===== config.mk =====
export PLATFORM = sky130hd
export DESIGN_NAME = synth_stim_harness
export DESIGN_NICKNAME = d
export VERILOG_FILES = /design/src/rtl/synth_stim_harness.sv
export SDC_FILE = /design/constraint.sdc
export NUM_CORES = 1
export LEC_CHECK = 0
export ABC_AREA = 0
export BUFFER_PORTS_ARGS = -buffer_cell sky130_fd_sc_hd__buf_2
export CAP_MARGIN = 10
export CORE_AREA = 10 10 344 346
export CTS_CLUSTER_DIAMETER = 80
export DETAILED_ROUTE_END_ITERATION = 7
export DIE_AREA = 0 0 354 356
export GPL_TIMING_DRIVEN = 0
export PLACE_DENSITY = 0.51
export REMOVE_ABC_BUFFERS = 1
export SLEW_MARGIN = 20
export SYNTH_ARGS = -nofsm -noshare
export SYNTH_HDL_FRONTEND = slang
export SYNTH_SLANG_ARGS = --single-unit

===== constraint.sdc =====
create_clock -name CLK_I -period 3.6 [get_ports CLK_I]
set_input_delay 0.36 -clock CLK_I [delete_from_list [all_inputs] [get_ports CLK_I]]
set_output_delay 0.36 -clock CLK_I [all_outputs]
set_load 0.03 [all_outputs]

===== src/rtl/synth_stim_harness.sv =====
// synth_stim_harness: narrow-pin stimulus expander plus MISR response compactor
// for isolated synthesis/timing runs of wide CGRA top levels. A narrow pin bus
// (or an internal LFSR) drives a wide registered DUT stimulus. All DUT outputs
// are folded into a MISR signature. The signature can be snapshotted and
// shifted out serially, MSB first, on a single pin.
// Optional build macro: SYNTH_HARNESS_CYCLE_CNT_EN appends a 16-bit count of
// enabled cycles to the dumped signature.
module synth_stim_harness #(
    parameter int             IN_W      = 100,
    parameter int             DUT_IN_W  = 256,
    parameter int             DUT_OUT_W = 512,
    parameter int             SIG_W     = 32,
    parameter logic [SIG_W-1:0] POLY    = 32'h0040_0007,
    parameter logic [SIG_W-1:0] SEED    = 32'h0000_0001
) (
    input  logic                 CLK_I,
    input  logic                 RST_N_I,
    input  logic                 EN_I,
    input  logic                 MODE_I,
    input  logic [IN_W-1:0]      IN_I,
    output logic [DUT_IN_W-1:0]  DUT_IN_O,
    input  logic [DUT_OUT_W-1:0] DUT_OUT_I,
    input  logic                 DUMP_I,
    output logic                 OUT_O,
    output logic                 DUMP_VALID_O,
    output logic [SIG_W-1:0]     SIG_O
);

`ifdef SYNTH_HARNESS_CYCLE_CNT_EN
    localparam int CNT_W = 16;
`else
    localparam int CNT_W = 0;
`endif
    localparam int DUMP_LEN = SIG_W + CNT_W;
    localparam int CW       = $clog2(DUMP_LEN);
    localparam int NSLICE   = (DUT_OUT_W + SIG_W - 1) / SIG_W;

    typedef enum logic {IDLE = 1'b0, DUMP = 1'b1} state_t;

    // One Galois shift shared by the LFSR and the MISR.
    function automatic logic [SIG_W-1:0] galois_step(input logic [SIG_W-1:0] v);
        return {v[SIG_W-2:0], 1'b0} ^ (v[SIG_W-1] ? POLY : '0);
    endfunction

    // XOR of all SIG_W-wide slices. The top slice is zero-padded.
    function automatic logic [SIG_W-1:0] fold_slices(input logic [DUT_OUT_W-1:0] v);
        logic [NSLICE*SIG_W-1:0] pad;
        logic [SIG_W-1:0]        acc;
        pad = '0;
        pad[DUT_OUT_W-1:0] = v;
        acc = '0;
        for (int i = 0; i < NSLICE; i++) begin
            acc ^= pad[i*SIG_W +: SIG_W];
        end
        return acc;
    endfunction

    logic [DUT_IN_W-1:0]  stim_q;
    logic [SIG_W-1:0]     lfsr_q;
    logic [SIG_W-1:0]     sig_q;
    logic [DUT_OUT_W-1:0] out_p0;
    logic [DUMP_LEN-1:0]  shadow_q;
    logic [CW-1:0]        cnt_q;
    logic                 out_bit_q;
    logic                 dvld_q;
    state_t               state_q;

    logic [DUT_IN_W-1:0]  shift_next;
    logic [DUT_IN_W-1:0]  rep_next;
    logic [SIG_W-1:0]     lfsr_next;
    logic [DUMP_LEN-1:0]  snap;

    generate
        if (IN_W >= DUT_IN_W) begin : g_wide_pins
            assign shift_next = IN_I[DUT_IN_W-1:0];
        end else begin : g_narrow_pins
            assign shift_next = {stim_q[DUT_IN_W-IN_W-1:0], IN_I};
        end
    endgenerate

    // Next LFSR state and its replication across the stimulus width.
    always_comb begin
        lfsr_next = galois_step(lfsr_q);
        rep_next  = '0;
        for (int i = 0; i < DUT_IN_W; i++) begin
            rep_next[i] = lfsr_next[i % SIG_W];
        end
    end

`ifdef SYNTH_HARNESS_CYCLE_CNT_EN
    logic [15:0] cyc_q;

    // Count enabled cycles, wrapping at 0xFFFF.
    always_ff @(posedge CLK_I or negedge RST_N_I) begin
        if (!RST_N_I) cyc_q <= '0;
        else if (EN_I) cyc_q <= cyc_q + 16'd1;
    end

    assign snap = {sig_q, cyc_q};
`else
    assign snap = sig_q;
`endif

    // Stimulus source: pin shift or LFSR. Both hold while EN_I is low.
    always_ff @(posedge CLK_I or negedge RST_N_I) begin
        if (!RST_N_I) begin
            stim_q <= '0;
            lfsr_q <= SEED;
        end else if (EN_I) begin
            if (MODE_I) begin
                lfsr_q <= lfsr_next;
                stim_q <= rep_next;
            end else begin
                stim_q <= shift_next;
            end
        end
    end

    // Response path: register the DUT outputs every cycle, then compact them into the MISR.
    always_ff @(posedge CLK_I or negedge RST_N_I) begin
        if (!RST_N_I) begin
            out_p0 <= '0;
            sig_q  <= '0;
        end else begin
            out_p0 <= DUT_OUT_I;
            if (EN_I) sig_q <= galois_step(sig_q) ^ fold_slices(out_p0);
        end
    end

    // Dump FSM: snapshot on request, then shift the shadow out MSB first.
    always_ff @(posedge CLK_I or negedge RST_N_I) begin
        if (!RST_N_I) begin
            state_q   <= IDLE;
            shadow_q  <= '0;
            cnt_q     <= '0;
            out_bit_q <= 1'b0;
            dvld_q    <= 1'b0;
        end else begin
            case (state_q)
                IDLE: begin
                    if (DUMP_I) begin
                        out_bit_q <= snap[DUMP_LEN-1];
                        shadow_q  <= snap << 1;
                        cnt_q     <= CW'(DUMP_LEN - 1);
                        dvld_q    <= 1'b1;
                        state_q   <= DUMP;
                    end
                end
                DUMP: begin
                    if (cnt_q == '0) begin
                        out_bit_q <= 1'b0;
                        dvld_q    <= 1'b0;
                        state_q   <= IDLE;
                    end else begin
                        out_bit_q <= shadow_q[DUMP_LEN-1];
                        shadow_q  <= shadow_q << 1;
                        cnt_q     <= cnt_q - CW'(1);
                    end
                end
                default: state_q <= IDLE;
            endcase
        end
    end

    assign DUT_IN_O     = stim_q;
    assign SIG_O        = sig_q;
    assign OUT_O        = out_bit_q;
    assign DUMP_VALID_O = dvld_q;

endmodule


==> metrics <==
status complete, no violations; Initial Util 28.9%; Synth area leaders dfrtp_1, xnor2_1, a21oi_1; DRC Markers 0; Nets between 4,000 and 5,000; path depth of the worst reg2reg path 5; post-synthesis cell type count 30; Slew Viols, Final 0; CP most frequent cell buf_16; final hold violation count 0; type of the worst setup path in2async; fill count between 10,000 and 15,000; asr flop ratio synth 100%; number of flops mapped to enable cells by yosys 0; Tcrit/Tclk final between 70% and 80%; Tightest Pin Transition 0.827 ns; CP cell instances dlygate4sd3_1 > buf_12 > buf_16 > buf_16 > buf_16 > buf_16; min Tclk post-route 2.77 ns; CTS tree yes; Synth Area per Inst between 10 and 15 µm²; GPL Wtd Cong 0.783; largest area contributor in the netlist dfrtp_1; Synth Register Bits 871; Vias/cell between 4 and 5; post-DP HPWL roughly 80,000 µm; Routed WL 113,000 µm; IO buf count 906; total die area between 0.1 and 0.15 mm²; Req. time, crit path ~4.4 ns; Flop pwr share between 40% and 50%; final setup TNS 0 ns; Num CTS Buffers between 90 and 100; Clk pwr share roughly 34%; P per Cell Area 615 mW/mm²; setup violators final 0; Vias 23,700; leakage power between 20 and 25 nW; Post-Syn Area 0.0323 mm²; Die Ht 356 µm; reg2reg setup slack around 1.2 ns; post-cts sizing count 0; IR drop worst, VDD about 0.4 mV; Die Wd 354 µm; initial antenna violation count 21; Sw Share between 30% and 40%; Synth top area share around two thirds; Sw Pwr between 9 and 10 mW; core area around 0.11 mm²; GRT overflow 0; H-Tree Depth 3; internal power between 20 and 25 mW; Worst Setup SP RST_N_I; commonest cells in the synthesized netlist dfrtp_1, a21oi_1, xnor2_1, nor2_1, clkbuf_1; Max Cap Viol 0; clk buf depth 3; worst rel slew slack around 44%; Rows about 120; Final Skew around 0.043 ns; Pre-antenna DRT Iters 5; count leader, synth dfrtp_1; Worst setup EP type asynchronous set/reset pin; setup repair after global routing missed its margin false; slowest CP cell dlygate4sd3_1; Post-synth top flop dfrtp_1; routed length per instance just over 20 µm; Startpoint Class input port; reg2reg end SIG_O[30]; worst-skew pair later-pin latency 0.68 ns; number of DRC markers in iteration 0 around 1,500; reg-to-reg startpoint SIG_O[29]; warnings from Yosys 0; Boundary Pins 907; Area growth, synth to finish 48.9%; hold crit path type in2reg; Logic pwr share around a quarter; Critical Path End out_p0[370]; first-pass GRT wire length 168,000 µm; largest net degree at the start of global routing roughly 130; Peak Freq roughly 360 MHz; share of layout cells above drive strength 1 between 20% and 30%; gr usage total 17.4%; Synth Instances 2,486; Post-CTS Setup Inserts 0; root buf cell clkbuf_16; hold buffer count at CTS 604; register area share after synthesis 67.5%; WP data arrival ~3.5 ns; clock transition at the registers of the reported paths about 0.060 ns; worst stage delay on the critical path approximately 0.60 ns; Clock Sinks slightly below 900; CP Max Fanout between 100 and 150; vias in the first global route about 26,000; Util after Layout between 40% and 50%; Routed Antenna Nets 0
==> critical path: cells and delay by family <==
kind	cells	cell delay, ns
buffers and inverters	6	2.69
==> state kept, by name, indices dropped and copies added (netlist names) <==
signal and count:
out_p0 512, DUMP_VALID_O 1, shadow_q 31, lfsr_q 32, cnt_q 5, OUT_O 1, DUT_IN_O 256, state_q 1
SIG_O 32
==> metrics by stage <==
stage,hold WS [ns],total power [mW],std cells,instance area [µm²],setup WS (ns)
detailed placement,0.235,19.1,4770,38600,0.716
CTS,0.00432,30.1,5552,48000,0.861
global route,0.0337,31.1,5562,48000,0.520
floorplan,0.0644,16.3,2349,31700,0.747
global placement,0.461,19.1,4755,38200,-17.31
finish,0.0557,29.6,5568,48100,0.835
==> cell families after synthesis <==
family / Yosys count / share of synthesized area [%]
buffers and inverters: 165 / 1.95
DFF: 871 / 67.5
and+or+nand+nor: 315 / 3.95
adders and majority gates: 2 / 0.0775
muxes: 89 / 2.99
xor gates and xnor gates: 490 / 14.7
AOI/OAI and AO/OA: 554 / 8.83
==> worst min path at each step <==
stage,from,depth (start not counted),slack (ns),end
6_report,IN_I[15],3,0.06,DUT_IN_O[15]
3_5_place_dp,RST_N_I,1,0.23,DUT_IN_O[141]
4_1_cts,IN_I[15],3,0.004,DUT_IN_O[15]
3_3_place_gp,shadow_q[23],2,0.46,shadow_q[23]
5_1_grt,IN_I[53],3,0.03,DUT_IN_O[53]
2_1_floorplan,RST_N_I,0,0.06,DUMP_VALID_O
==> cells in the final DEF (no fill, tap or decap), types with 11 or more instances in the layout <==
cell	n
clkbuf_1	11
mux2i_1	31
o211ai_1	24
clkbuf_8	33
xnor3_1	32
xnor2_1	424
inv_1	26
buf_2	903
dfrtp_1	869
diode_2	16
and2_1	29
xor2_1	33
clkinv_2	19
nand2_1	41
clkbuf_16	99
buf_16	15
nor2_1	237
o21ai_0	59
a21oi_1	468
dlygate4sd3_1	604
mux2_2	58
==> per-layer routing <==
layer / vias to the layer above / global-route usage, % / share of wire [%]
met5: - / 0 / 0.091
li1: 11200 / - / -
met3: 192 / 6.03 / 8.2
met4: 14 / 6.02 / 3.0
met2: 822 / 29.8 / 50
met1: 11500 / 20.2 / 39
==> layout make-up <==
type	count	area, µm²	share of cell area, %
Inverter	28	113	0.234
Sequential cell	871	21800	45.4
Antenna cell	16	40.0	0.0833
Tap cell	1500	1880	3.91
Timing Repair Buffer	1525	11000	22.9
Clock inverter	35	375	0.781
Multi-Input combinational cell	1450	9860	20.5
Clock buffer	143	2970	6.19
==> power groups by stage <==
stage	Combinational, mW	Clock, mW	Sequential, mW
after global routing	8.06	10.9	12.1
after floorplan	3.18	0	13.1
after global placement	6.87	0	12.2
after CTS	7.59	10.5	12.0
after detailed placement	6.99	0	12.1
final	7.43	10.2	12.0
Power figures use the tool's default switching activity.
